[src/rtl/axi_bridge_if.sv]
// rtl/axi_bridge_if.sv - cache-side request/return and AXI master signal bundle for axi_bridge
interface axi_bridge_if;
   // icache read request / return
   logic         i_rd_req;
   logic [2:0]   i_rd_type;
   logic [31:0]  i_rd_addr;
   logic         i_rd_rdy;
   logic         i_ret_valid;
   logic         i_ret_last;
   logic [31:0]  i_ret_data;
   // dcache read request / return
   logic         d_rd_req;
   logic [2:0]   d_rd_type;
   logic [31:0]  d_rd_addr;
   logic         d_rd_rdy;
   logic         d_ret_valid;
   logic         d_ret_last;
   logic [31:0]  d_ret_data;
   // dcache write request
   logic         d_wr_req;
   logic [2:0]   d_wr_type;
   logic [31:0]  d_wr_addr;
   logic [3:0]   d_wr_wstrb;
   logic [127:0] d_wr_data;
   logic         d_wr_rdy;
   // AXI AR
   logic [3:0]   arid;
   logic [31:0]  araddr;
   logic [7:0]   arlen;
   logic [2:0]   arsize;
   logic [1:0]   arburst;
   logic [1:0]   arlock;
   logic [3:0]   arcache;
   logic [2:0]   arprot;
   logic         arvalid;
   logic         arready;
   // AXI R
   logic [3:0]   rid;
   logic [31:0]  rdata;
   logic [1:0]   rresp;
   logic         rlast;
   logic         rvalid;
   logic         rready;
   // AXI AW
   logic [3:0]   awid;
   logic [31:0]  awaddr;
   logic [7:0]   awlen;
   logic [2:0]   awsize;
   logic [1:0]   awburst;
   logic [1:0]   awlock;
   logic [3:0]   awcache;
   logic [2:0]   awprot;
   logic         awvalid;
   logic         awready;
   // AXI W
   logic [3:0]   wid;
   logic [31:0]  wdata;
   logic [3:0]   wstrb;
   logic         wlast;
   logic         wvalid;
   logic         wready;
   // AXI B
   logic [3:0]   bid;
   logic [1:0]   bresp;
   logic         bvalid;
   logic         bready;

   // The bridge: takes cache requests, masters the AXI bus
   modport master (
      input  i_rd_req, i_rd_type, i_rd_addr,
      output i_rd_rdy, i_ret_valid, i_ret_last, i_ret_data,
      input  d_rd_req, d_rd_type, d_rd_addr,
      output d_rd_rdy, d_ret_valid, d_ret_last, d_ret_data,
      input  d_wr_req, d_wr_type, d_wr_addr, d_wr_wstrb, d_wr_data,
      output d_wr_rdy,
      output arid, araddr, arlen, arsize, arburst, arlock, arcache, arprot, arvalid,
      input  arready,
      input  rid, rdata, rresp, rlast, rvalid,
      output rready,
      output awid, awaddr, awlen, awsize, awburst, awlock, awcache, awprot, awvalid,
      input  awready,
      output wid, wdata, wstrb, wlast, wvalid,
      input  wready,
      input  bid, bresp, bvalid,
      output bready
   );

   // The surroundings: caches plus the AXI slave
   modport slave (
      output i_rd_req, i_rd_type, i_rd_addr,
      input  i_rd_rdy, i_ret_valid, i_ret_last, i_ret_data,
      output d_rd_req, d_rd_type, d_rd_addr,
      input  d_rd_rdy, d_ret_valid, d_ret_last, d_ret_data,
      output d_wr_req, d_wr_type, d_wr_addr, d_wr_wstrb, d_wr_data,
      input  d_wr_rdy,
      input  arid, araddr, arlen, arsize, arburst, arlock, arcache, arprot, arvalid,
      output arready,
      output rid, rdata, rresp, rlast, rvalid,
      input  rready,
      input  awid, awaddr, awlen, awsize, awburst, awlock, awcache, awprot, awvalid,
      output awready,
      input  wid, wdata, wstrb, wlast, wvalid,
      output wready,
      output bid, bresp, bvalid,
      input  bready
   );
endinterface

[src/rtl/axi_bridge.sv]
// rtl/axi_bridge.sv - icache/dcache to AXI master bridge with one read and one write in flight
module axi_bridge #(
   parameter int LINE_WORDS = 4
) (
   input  logic         clk,
   input  logic         reset,
   axi_bridge_if.master bus
);

   localparam logic [2:0] T_BYTE    = 3'b000;
   localparam logic [2:0] T_HALF    = 3'b001;
   localparam logic [2:0] T_LINE    = 3'b100;
   localparam logic [7:0] LINE_LEN  = 8'(LINE_WORDS - 1);
   localparam logic [1:0] LAST_BEAT = 2'(LINE_WORDS - 1);

   typedef enum logic [1:0] {R_IDLE, R_AR, R_DATA} r_state_t;
   typedef enum logic [1:0] {W_IDLE, W_AW, W_DATA, W_B} w_state_t;

   function automatic logic [2:0] size_of(input logic [2:0] t);
      case (t)
         T_BYTE:  size_of = 3'd0;
         T_HALF:  size_of = 3'd1;
         default: size_of = 3'd2;
      endcase
   endfunction

   function automatic logic [7:0] len_of(input logic [2:0] t);
      len_of = (t == T_LINE) ? LINE_LEN : 8'd0;
   endfunction

   r_state_t      r_state_q, r_state_d;
   logic [31:0]   rd_addr_q, rd_addr_d;
   logic [2:0]    rd_type_q, rd_type_d;
   logic          rd_owner_q, rd_owner_d;   // 1 = dcache, 0 = icache

   w_state_t      w_state_q, w_state_d;
   logic [31:0]   wr_addr_q, wr_addr_d;
   logic [2:0]    wr_type_q, wr_type_d;
   logic [3:0]    wr_strb_q, wr_strb_d;
   logic [127:0]  wr_data_q, wr_data_d;
   logic [1:0]    beat_q, beat_d;

   logic          w_busy, d_hazard, i_hazard;
   logic          d_rd_rdy_c, i_rd_rdy_c;
   logic [31:0]   line_word;
   logic          wlast_c;
   logic          unused_resp;

   // A read may not overtake a pending write to the same 16-byte line
   assign w_busy     = (w_state_q != W_IDLE);
   assign d_hazard   = w_busy && (bus.d_rd_addr[31:4] == wr_addr_q[31:4]);
   assign i_hazard   = w_busy && (bus.i_rd_addr[31:4] == wr_addr_q[31:4]);
   assign d_rd_rdy_c = (r_state_q == R_IDLE) && !d_hazard && !bus.d_wr_req;
   assign i_rd_rdy_c = (r_state_q == R_IDLE) && !bus.d_rd_req && !i_hazard;

   assign bus.d_rd_rdy = d_rd_rdy_c;
   assign bus.i_rd_rdy = i_rd_rdy_c;
   assign bus.d_wr_rdy = (w_state_q == W_IDLE);

   // Read channel drives
   assign bus.arid    = {3'b000, rd_owner_q};
   assign bus.araddr  = rd_addr_q;
   assign bus.arlen   = len_of(rd_type_q);
   assign bus.arsize  = size_of(rd_type_q);
   assign bus.arburst = 2'b01;
   assign bus.arlock  = 2'b00;
   assign bus.arcache = 4'h0;
   assign bus.arprot  = 3'h0;
   assign bus.arvalid = (r_state_q == R_AR);
   assign bus.rready  = (r_state_q == R_DATA);

   // R beats go straight through to whichever cache owns the read
   assign bus.i_ret_valid = bus.rvalid && (r_state_q == R_DATA) && !rd_owner_q;
   assign bus.d_ret_valid = bus.rvalid && (r_state_q == R_DATA) && rd_owner_q;
   assign bus.i_ret_data  = bus.rdata;
   assign bus.d_ret_data  = bus.rdata;
   assign bus.i_ret_last  = bus.rlast;
   assign bus.d_ret_last  = bus.rlast;

   // Write channel drives
   assign bus.awid    = 4'd1;
   assign bus.awaddr  = wr_addr_q;
   assign bus.awlen   = len_of(wr_type_q);
   assign bus.awsize  = size_of(wr_type_q);
   assign bus.awburst = 2'b01;
   assign bus.awlock  = 2'b00;
   assign bus.awcache = 4'h0;
   assign bus.awprot  = 3'h0;
   assign bus.awvalid = (w_state_q == W_AW);
   assign bus.wid     = 4'd1;
   assign bus.wvalid  = (w_state_q == W_DATA);
   assign bus.wdata   = line_word;
   assign bus.wstrb   = (wr_type_q == T_LINE) ? 4'hF : wr_strb_q;
   assign bus.wlast   = wlast_c;
   assign bus.bready  = (w_state_q == W_B);

   // Response ids and codes carry no information this bridge acts on
   assign unused_resp = ^{bus.rid, bus.rresp, bus.bid, bus.bresp};

   // Pick the current W beat: lowest word first for lines, word 0 otherwise
   always_comb begin
      line_word = wr_data_q[31:0];
      if (wr_type_q == T_LINE) begin
         case (beat_q)
            2'd0:    line_word = wr_data_q[31:0];
            2'd1:    line_word = wr_data_q[63:32];
            2'd2:    line_word = wr_data_q[95:64];
            default: line_word = wr_data_q[127:96];
         endcase
      end
      wlast_c = (wr_type_q == T_LINE) ? (beat_q == LAST_BEAT) : 1'b1;
   end

   // Read FSM next state: grant dcache first, then AR, then collect R beats
   always_comb begin
      r_state_d  = r_state_q;
      rd_addr_d  = rd_addr_q;
      rd_type_d  = rd_type_q;
      rd_owner_d = rd_owner_q;
      case (r_state_q)
         R_IDLE: begin
            if (bus.d_rd_req && d_rd_rdy_c) begin
               rd_addr_d  = bus.d_rd_addr;
               rd_type_d  = bus.d_rd_type;
               rd_owner_d = 1'b1;
               r_state_d  = R_AR;
            end else if (bus.i_rd_req && i_rd_rdy_c) begin
               rd_addr_d  = bus.i_rd_addr;
               rd_type_d  = bus.i_rd_type;
               rd_owner_d = 1'b0;
               r_state_d  = R_AR;
            end
         end
         R_AR:   if (bus.arready) r_state_d = R_DATA;
         R_DATA: if (bus.rvalid && bus.rlast) r_state_d = R_IDLE;
         default: r_state_d = R_IDLE;
      endcase
   end

   // Read FSM state and latched request
   always_ff @(posedge clk) begin
      if (reset) begin
         r_state_q  <= R_IDLE;
         rd_addr_q  <= '0;
         rd_type_q  <= '0;
         rd_owner_q <= 1'b0;
      end else begin
         r_state_q  <= r_state_d;
         rd_addr_q  <= rd_addr_d;
         rd_type_q  <= rd_type_d;
         rd_owner_q <= rd_owner_d;
      end
   end

   // Write FSM next state: latch payload, AW, stream W beats, wait for B
   always_comb begin
      w_state_d = w_state_q;
      wr_addr_d = wr_addr_q;
      wr_type_d = wr_type_q;
      wr_strb_d = wr_strb_q;
      wr_data_d = wr_data_q;
      beat_d    = beat_q;
      case (w_state_q)
         W_IDLE: begin
            if (bus.d_wr_req) begin
               wr_addr_d = bus.d_wr_addr;
               wr_type_d = bus.d_wr_type;
               wr_strb_d = bus.d_wr_wstrb;
               wr_data_d = bus.d_wr_data;
               beat_d    = 2'd0;
               w_state_d = W_AW;
            end
         end
         W_AW: if (bus.awready) w_state_d = W_DATA;
         W_DATA: begin
            if (bus.wready) begin
               beat_d = beat_q + 2'd1;
               if (wlast_c) begin
                  beat_d    = 2'd0;
                  w_state_d = W_B;
               end
            end
         end
         W_B: if (bus.bvalid) w_state_d = W_IDLE;
         default: w_state_d = W_IDLE;
      endcase
   end

   // Write FSM state, latched payload and beat counter
   always_ff @(posedge clk) begin
      if (reset) begin
         w_state_q <= W_IDLE;
         wr_addr_q <= '0;
         wr_type_q <= '0;
         wr_strb_q <= '0;
         wr_data_q <= '0;
         beat_q    <= '0;
      end else begin
         w_state_q <= w_state_d;
         wr_addr_q <= wr_addr_d;
         wr_type_q <= wr_type_d;
         wr_strb_q <= wr_strb_d;
         wr_data_q <= wr_data_d;
         beat_q    <= beat_d;
      end
   end

endmodule

[src/flat_wrapper.sv]
// flat-port wrapper written by rule: the top's interface ports become plain ports
module axi_bridge_flat 
#(
   parameter int LINE_WORDS = 4
)
  (clk, reset, bus_i_rd_req, bus_i_rd_type, bus_i_rd_addr, bus_i_rd_rdy, bus_i_ret_valid, bus_i_ret_last, bus_i_ret_data, bus_d_rd_req, bus_d_rd_type, bus_d_rd_addr, bus_d_rd_rdy, bus_d_ret_valid, bus_d_ret_last, bus_d_ret_data, bus_d_wr_req, bus_d_wr_type, bus_d_wr_addr, bus_d_wr_wstrb, bus_d_wr_data, bus_d_wr_rdy, bus_arid, bus_araddr, bus_arlen, bus_arsize, bus_arburst, bus_arlock, bus_arcache, bus_arprot, bus_arvalid, bus_arready, bus_rid, bus_rdata, bus_rresp, bus_rlast, bus_rvalid, bus_rready, bus_awid, bus_awaddr, bus_awlen, bus_awsize, bus_awburst, bus_awlock, bus_awcache, bus_awprot, bus_awvalid, bus_awready, bus_wid, bus_wdata, bus_wstrb, bus_wlast, bus_wvalid, bus_wready, bus_bid, bus_bresp, bus_bvalid, bus_bready);
  axi_bridge_if bus_i ();
  input  logic clk;
  input  logic reset;
  input wire logic [$bits(bus_i.i_rd_req)-1:0] bus_i_rd_req;
  input wire logic [$bits(bus_i.i_rd_type)-1:0] bus_i_rd_type;
  input wire logic [$bits(bus_i.i_rd_addr)-1:0] bus_i_rd_addr;
  output wire logic [$bits(bus_i.i_rd_rdy)-1:0] bus_i_rd_rdy;
  output wire logic [$bits(bus_i.i_ret_valid)-1:0] bus_i_ret_valid;
  output wire logic [$bits(bus_i.i_ret_last)-1:0] bus_i_ret_last;
  output wire logic [$bits(bus_i.i_ret_data)-1:0] bus_i_ret_data;
  input wire logic [$bits(bus_i.d_rd_req)-1:0] bus_d_rd_req;
  input wire logic [$bits(bus_i.d_rd_type)-1:0] bus_d_rd_type;
  input wire logic [$bits(bus_i.d_rd_addr)-1:0] bus_d_rd_addr;
  output wire logic [$bits(bus_i.d_rd_rdy)-1:0] bus_d_rd_rdy;
  output wire logic [$bits(bus_i.d_ret_valid)-1:0] bus_d_ret_valid;
  output wire logic [$bits(bus_i.d_ret_last)-1:0] bus_d_ret_last;
  output wire logic [$bits(bus_i.d_ret_data)-1:0] bus_d_ret_data;
  input wire logic [$bits(bus_i.d_wr_req)-1:0] bus_d_wr_req;
  input wire logic [$bits(bus_i.d_wr_type)-1:0] bus_d_wr_type;
  input wire logic [$bits(bus_i.d_wr_addr)-1:0] bus_d_wr_addr;
  input wire logic [$bits(bus_i.d_wr_wstrb)-1:0] bus_d_wr_wstrb;
  input wire logic [$bits(bus_i.d_wr_data)-1:0] bus_d_wr_data;
  output wire logic [$bits(bus_i.d_wr_rdy)-1:0] bus_d_wr_rdy;
  output wire logic [$bits(bus_i.arid)-1:0] bus_arid;
  output wire logic [$bits(bus_i.araddr)-1:0] bus_araddr;
  output wire logic [$bits(bus_i.arlen)-1:0] bus_arlen;
  output wire logic [$bits(bus_i.arsize)-1:0] bus_arsize;
  output wire logic [$bits(bus_i.arburst)-1:0] bus_arburst;
  output wire logic [$bits(bus_i.arlock)-1:0] bus_arlock;
  output wire logic [$bits(bus_i.arcache)-1:0] bus_arcache;
  output wire logic [$bits(bus_i.arprot)-1:0] bus_arprot;
  output wire logic [$bits(bus_i.arvalid)-1:0] bus_arvalid;
  input wire logic [$bits(bus_i.arready)-1:0] bus_arready;
  input wire logic [$bits(bus_i.rid)-1:0] bus_rid;
  input wire logic [$bits(bus_i.rdata)-1:0] bus_rdata;
  input wire logic [$bits(bus_i.rresp)-1:0] bus_rresp;
  input wire logic [$bits(bus_i.rlast)-1:0] bus_rlast;
  input wire logic [$bits(bus_i.rvalid)-1:0] bus_rvalid;
  output wire logic [$bits(bus_i.rready)-1:0] bus_rready;
  output wire logic [$bits(bus_i.awid)-1:0] bus_awid;
  output wire logic [$bits(bus_i.awaddr)-1:0] bus_awaddr;
  output wire logic [$bits(bus_i.awlen)-1:0] bus_awlen;
  output wire logic [$bits(bus_i.awsize)-1:0] bus_awsize;
  output wire logic [$bits(bus_i.awburst)-1:0] bus_awburst;
  output wire logic [$bits(bus_i.awlock)-1:0] bus_awlock;
  output wire logic [$bits(bus_i.awcache)-1:0] bus_awcache;
  output wire logic [$bits(bus_i.awprot)-1:0] bus_awprot;
  output wire logic [$bits(bus_i.awvalid)-1:0] bus_awvalid;
  input wire logic [$bits(bus_i.awready)-1:0] bus_awready;
  output wire logic [$bits(bus_i.wid)-1:0] bus_wid;
  output wire logic [$bits(bus_i.wdata)-1:0] bus_wdata;
  output wire logic [$bits(bus_i.wstrb)-1:0] bus_wstrb;
  output wire logic [$bits(bus_i.wlast)-1:0] bus_wlast;
  output wire logic [$bits(bus_i.wvalid)-1:0] bus_wvalid;
  input wire logic [$bits(bus_i.wready)-1:0] bus_wready;
  input wire logic [$bits(bus_i.bid)-1:0] bus_bid;
  input wire logic [$bits(bus_i.bresp)-1:0] bus_bresp;
  input wire logic [$bits(bus_i.bvalid)-1:0] bus_bvalid;
  output wire logic [$bits(bus_i.bready)-1:0] bus_bready;
  assign bus_i.i_rd_req = bus_i_rd_req;
  assign bus_i.i_rd_type = bus_i_rd_type;
  assign bus_i.i_rd_addr = bus_i_rd_addr;
  assign bus_i_rd_rdy = bus_i.i_rd_rdy;
  assign bus_i_ret_valid = bus_i.i_ret_valid;
  assign bus_i_ret_last = bus_i.i_ret_last;
  assign bus_i_ret_data = bus_i.i_ret_data;
  assign bus_i.d_rd_req = bus_d_rd_req;
  assign bus_i.d_rd_type = bus_d_rd_type;
  assign bus_i.d_rd_addr = bus_d_rd_addr;
  assign bus_d_rd_rdy = bus_i.d_rd_rdy;
  assign bus_d_ret_valid = bus_i.d_ret_valid;
  assign bus_d_ret_last = bus_i.d_ret_last;
  assign bus_d_ret_data = bus_i.d_ret_data;
  assign bus_i.d_wr_req = bus_d_wr_req;
  assign bus_i.d_wr_type = bus_d_wr_type;
  assign bus_i.d_wr_addr = bus_d_wr_addr;
  assign bus_i.d_wr_wstrb = bus_d_wr_wstrb;
  assign bus_i.d_wr_data = bus_d_wr_data;
  assign bus_d_wr_rdy = bus_i.d_wr_rdy;
  assign bus_arid = bus_i.arid;
  assign bus_araddr = bus_i.araddr;
  assign bus_arlen = bus_i.arlen;
  assign bus_arsize = bus_i.arsize;
  assign bus_arburst = bus_i.arburst;
  assign bus_arlock = bus_i.arlock;
  assign bus_arcache = bus_i.arcache;
  assign bus_arprot = bus_i.arprot;
  assign bus_arvalid = bus_i.arvalid;
  assign bus_i.arready = bus_arready;
  assign bus_i.rid = bus_rid;
  assign bus_i.rdata = bus_rdata;
  assign bus_i.rresp = bus_rresp;
  assign bus_i.rlast = bus_rlast;
  assign bus_i.rvalid = bus_rvalid;
  assign bus_rready = bus_i.rready;
  assign bus_awid = bus_i.awid;
  assign bus_awaddr = bus_i.awaddr;
  assign bus_awlen = bus_i.awlen;
  assign bus_awsize = bus_i.awsize;
  assign bus_awburst = bus_i.awburst;
  assign bus_awlock = bus_i.awlock;
  assign bus_awcache = bus_i.awcache;
  assign bus_awprot = bus_i.awprot;
  assign bus_awvalid = bus_i.awvalid;
  assign bus_i.awready = bus_awready;
  assign bus_wid = bus_i.wid;
  assign bus_wdata = bus_i.wdata;
  assign bus_wstrb = bus_i.wstrb;
  assign bus_wlast = bus_i.wlast;
  assign bus_wvalid = bus_i.wvalid;
  assign bus_i.wready = bus_wready;
  assign bus_i.bid = bus_bid;
  assign bus_i.bresp = bus_bresp;
  assign bus_i.bvalid = bus_bvalid;
  assign bus_bready = bus_i.bready;
  axi_bridge #(.LINE_WORDS(LINE_WORDS)) u_core (.clk(clk), .reset(reset), .bus(bus_i));
endmodule
[config.mk]
export PLATFORM = sky130hd
export DESIGN_NAME = axi_bridge_flat
export DESIGN_NICKNAME = d
export VERILOG_FILES = /design/src/rtl/axi_bridge_if.sv /design/src/rtl/axi_bridge.sv /design/src/flat_wrapper.sv
export SDC_FILE = /design/constraint.sdc
export NUM_CORES = 1
export LEC_CHECK = 0
export CAP_MARGIN = 25
export CORE_AREA = 2 2 205 207
export DETAILED_ROUTE_END_ITERATION = 7
export DIE_AREA = 0 0 207 209
export PLACE_DENSITY = 0.65
export SYNTH_ARGS = -nofsm -noshare
export SYNTH_HDL_FRONTEND = slang
export SYNTH_SLANG_ARGS = --single-unit
[constraint.sdc]
create_clock -name clk -period 2.4 [get_ports clk]
set_input_delay 0.48 -clock clk [delete_from_list [all_inputs] [get_ports clk]]
set_output_delay 0.48 -clock clk [all_outputs]
set_load 0.005 [all_outputs]
==> results_tabular.tex <==
\begin{tabular}{lr}
\hline
Metric & Value \\
\hline
\multicolumn{2}{l}{\textbf{Clock tree}} \\
\quad CTS Root Buffer Type & clkbuf\_16 \\
\quad CTS clock-pin slew for the worst setup and hold paths & 0.06 ns \\
\quad H-tree depth & 1 \\
\quad \# clock sinks & 209 \\
\quad Clock Latency Late Sink & 0.56 ns \\
\quad Clock tree from TritonCTS & built \\
\quad TritonCTS Buffers & 25 \\
\quad CTS max path bufs & 3 \\
\multicolumn{2}{l}{\textbf{Outcome}} \\
\quad Result of the run & finished with violations \\
\quad Violations in the final reports & setup timing \\
\multicolumn{2}{l}{\textbf{Place}} \\
\quad Post-detailed-placement half-perimeter wirelength & 29.93 mm \\
\quad Placed instance count & 2150 \\
\quad Placer congestion estimate & 0.9156 \\
\quad Setup slack after placement & -0.6420 ns \\
\quad Count of buffers from port buffering & 369 \\
\multicolumn{2}{l}{\textbf{Power and ir drop}} \\
\quad Fraction of power consumed by sequential logic & 0.350 \\
\quad Peak supply drop & 0.5408 mV \\
\quad Power share of the combinational group & 0.328 \\
\quad Power Dens Cells & 804.5 nW/µm² \\
\quad Total leakage power & 6.522 nW \\
\quad Internal Dissipation & 8.672 mW \\
\quad Switching Power & 4.194 mW \\
\quad Switching share of power & 0.3260 \\
\quad Relative contribution of the clock network to total power & 0.322 \\
\multicolumn{2}{l}{\textbf{Synthesis}} \\
\quad Number of enable flip-flop cells after synthesis & 0 \\
\quad Primary flip-flop cell chosen by synthesis mapping & dfxtp\_1 \\
\quad Post-Synthesis Mean Instance Area & 7.767 µm² \\
\quad Share of synthesized registers carrying an async set or reset & 0 \\
\quad Sequential cell area fraction in the yosys report & 0.4150 \\
\quad Warnings from Yosys & 0 \\
\quad Cell area after synthesis & 10080 µm² \\
\quad Number of distinct library cells after synthesis & 38 \\
\quad Synthesized flop and latch total & 209 \\
\quad Cell count after synthesis & 1298 \\
\multicolumn{2}{l}{\textbf{Detailed routing}} \\
\quad Pre-Repair DR Iteration Count & 5 \\
\quad Average wire per cell in the routed design & 18.62 µm \\
\quad Final routed DRC violation total & 0 \\
\quad Number of vias per cell & 4.648 \\
\quad Starting DRC count in detailed routing & 566 \\
\quad Vias after detailed routing & 10356 \\
\quad Number of nets with antenna violations after routing & 0 \\
\quad Detailed-route wire length & 41.48 mm \\
\multicolumn{2}{l}{\textbf{Worst hold path}} \\
\quad Hold endpoint & u\_core.wr\_strb\_q[1]\$\_SDFFE\_PP0P\_ \\
\quad Hold\_sp & reset \\
\quad Cells on Worst Hold Path & 2 \\
\quad Path type of the worst min-delay path & input port to flop \\
\multicolumn{2}{l}{\textbf{Global route}} \\
\quad Number of antenna violations at the first check in global routing & 1 \\
\quad First-pass GRT wire length & 61.44 mm \\
\quad Congestion Overflow GR & 0 \\
\quad Pin count of the biggest net entering global routing & 74 \\
\quad Via count of the first global-routing pass & 10324 \\
\quad GRT Overall Usage & 0.1821 \\
\multicolumn{2}{l}{\textbf{Timing}} \\
\quad Max-slew violation count & 0 \\
\quad Hold violation total from the final report & 0 \\
\quad Clock Skew & 0.01263 ns \\
\quad Final setup violating endpoints & 34 \\
\quad Peak Freq & 377.5 MHz \\
\quad Final critical-path required period & 2.649 ns \\
\quad Post-layout worst setup margin & -0.2487 ns \\
\quad Unrepaired setup endpoints after global routing & true \\
\quad Portion of the clock cycle consumed by the worst path in the final layout & 1.104 \\
\multicolumn{2}{l}{\textbf{Job}} \\
\quad Reported max-cap violation count & 0 \\
\multicolumn{2}{l}{\textbf{Finish}} \\
\quad Final nets & 1972 \\
\quad Fin cells & 2228 \\
\quad Final antenna diode count & 0 \\
\quad Fillcell total & 4228 \\
\quad Area growth from synthesis to final layout & 58.61\% \\
\quad Layout cell share with drive strength beyond 1 & 0.1776 \\
\multicolumn{2}{l}{\textbf{Critical path}} \\
\quad Kind of end point of the critical path & output pin \\
\quad Critical path launch point type & flop \\
\quad R2r endpoint & u\_core.bus.araddr[31]\$\_SDFFE\_PP0P\_ \\
\quad Type of the setup path with the least slack & flop to output pin \\
\quad Arrival time at the worst endpoint & 2.17 ns \\
\quad Required time worst endpoint & 1.92 ns \\
\quad Critical path peak fanout & 5 \\
\quad R2R setup slack & 0.14 ns \\
\quad Reg-to-reg startpoint & u\_core.bus.awaddr[21]\$\_SDFFE\_PP0P\_ \\
\quad R2R cell count & 10 \\
\multicolumn{2}{l}{\textbf{Floorplan}} \\
\quad Starting density of the core & 0.2442 \\
\quad Placeable core region & 41290 µm² \\
\quad Die Wd & 207 µm \\
\quad Die area & 43260 µm² \\
\quad Total number of placement rows & 75 \\
\quad Top-Level Pins & 525 \\
\quad Die boundary height & 209 µm \\
\hline
\end{tabular}
through the flow:
| stage | util | power (mW) | hold WS [ns] | instance area (µm²) | setup TNS, ns |
|---|---|---|---|---|---|
| floorplan | - | 6.498 | 0.4316 | 10250 | 0 |
| global placement | 0.3497 | 8.656 | 0.4395 | 14440 | -16.26 |
| detailed placement | 0.3497 | 8.739 | 0.4454 | 14440 | -17.73 |
| CTS | 0.3840 | 12.95 | 0.2909 | 15850 | -7.734 |
| global route | 0.3873 | 13.54 | 0.2985 | 15990 | -7.484 |
| finish | 0.3873 | 12.87 | 0.3065 | 15990 | -5.073 |
synth_stat cells, types with 12 or more instances:
cell      number  area share
nand2_1      372        0.14
a22oi_1       33       0.025
xor2_1        41       0.036
xnor2_1       15       0.013
a21oi_1      206        0.10
clkbuf_1      80       0.030
dfxtp_1      209        0.41
o221a_1       29       0.032
inv_1         45       0.017
o21ai_0       34       0.017
buf_4        117       0.087
nor2_1        12      0.0045
a22o_1        32       0.028
routing by layer:
metal	vias up	wire (µm)	GRT usage
met4	2	1516	0.05714
met3	76	3087	0.04764
met5	-	47	0.007786
li1	4927	-	-
met1	4845	16250	0.2088
met2	506	20580	0.3283
cell type report:
cell class	instances	area [µm²]	area share
tap	539	674.4	0.04217
inverter	45	176.4	0.01103
sequential	209	4213	0.2634
timing repair buffer	507	5050	0.3158
multi-input combinational	883	4970	0.3108
clock inverter	13	206.4	0.01291
clock buffer	32	701.9	0.04389
power groups by stage:
stage	Sequential, mW	Clock, mW	Combinational [mW]
finish	4.50	4.15	4.22
floorplan	4.47	0	2.03
global placement	4.51	0	4.15
global route	4.57	4.38	4.59
CTS	4.48	4.23	4.24
detailed placement	4.53	0	4.21
flip-flops by register name, summed over array words and instances, names as in the netlist, 3 cells and up:
signal,cells
u_core.wr_type_q,3
u_core.wr_data_q,128
u_core.wr_strb_q,4
u_core.rd_type_q,3
u_core.bus.awaddr,32
u_core.bus.araddr,32
cell usage in the layout (no fill, tap or decap), types with 30 or more instances in the layout:
cell type	n
a21oi_1	206
a22o_1	32
buf_2	30
buf_4	83
clkdlybuf4s50_1	313
conb_1	47
dfxtp_1	192
inv_1	42
nand2_1	371
xor2_1	40
how the worst max path moves through the flow:
stage / from / end / slack (ns) / cells past startpoint
after floorplan: bus_i_rd_addr[31] / u_core.bus.araddr[0]$_SDFFE_PP0P_ / 0.35 / 8
after global placement: bus_d_rd_addr[9] / bus_d_rd_rdy / -0.64 / 7
after detailed placement: bus_d_rd_addr[25] / bus_d_rd_rdy / -0.64 / 7
after CTS: u_core.beat_q[0]$_SDFFE_PP0P_ / bus_wdata[26] / -0.28 / 10
after global routing: u_core.beat_q[0]$_SDFFE_PP0P_ / bus_wdata[12] / -0.31 / 10
final: u_core.beat_q[0]$_SDFFE_PP0P_ / bus_wdata[26] / -0.25 / 10
worst max-delay path, cell delays in order (launching register included):
cell and delay, ns:
dfxtp_4 0.40, inv_4 0.05, buf_6 0.11, ha_4 0.15, inv_4 0.05, o21ai_4 0.07, buf_12 0.14, buf_16 0.15
buf_6 0.12, a22o_1 0.23, buf_2 0.13
kinds of logic (layout without fill, tap and decap cells):
group / after synthesis / after routing / synth area share
and+or+nand+nor: 421 / 421 / 0.1659
AOI/OAI and AO/OA: 349 / 349 / 0.2179
buffers and inverters: 251 / 597 / 0.1396
DFF: 209 / 209 / 0.4150
xor gates and xnor gates: 56 / 56 / 0.04865
adders and majority gates: 9 / 9 / 0.01117
other: 2 / 47 / 0.0007449
muxes: 1 / 1 / 0.0009928
timing repair:
action	CTS	global route
endpoints found under the setup margin	45	67
gates cloned	6	0
resized for setup	244	55
pin swaps	46	26
hold buffers	0	0
setup buffers	21	11
(Power assumes the default switching activity.)
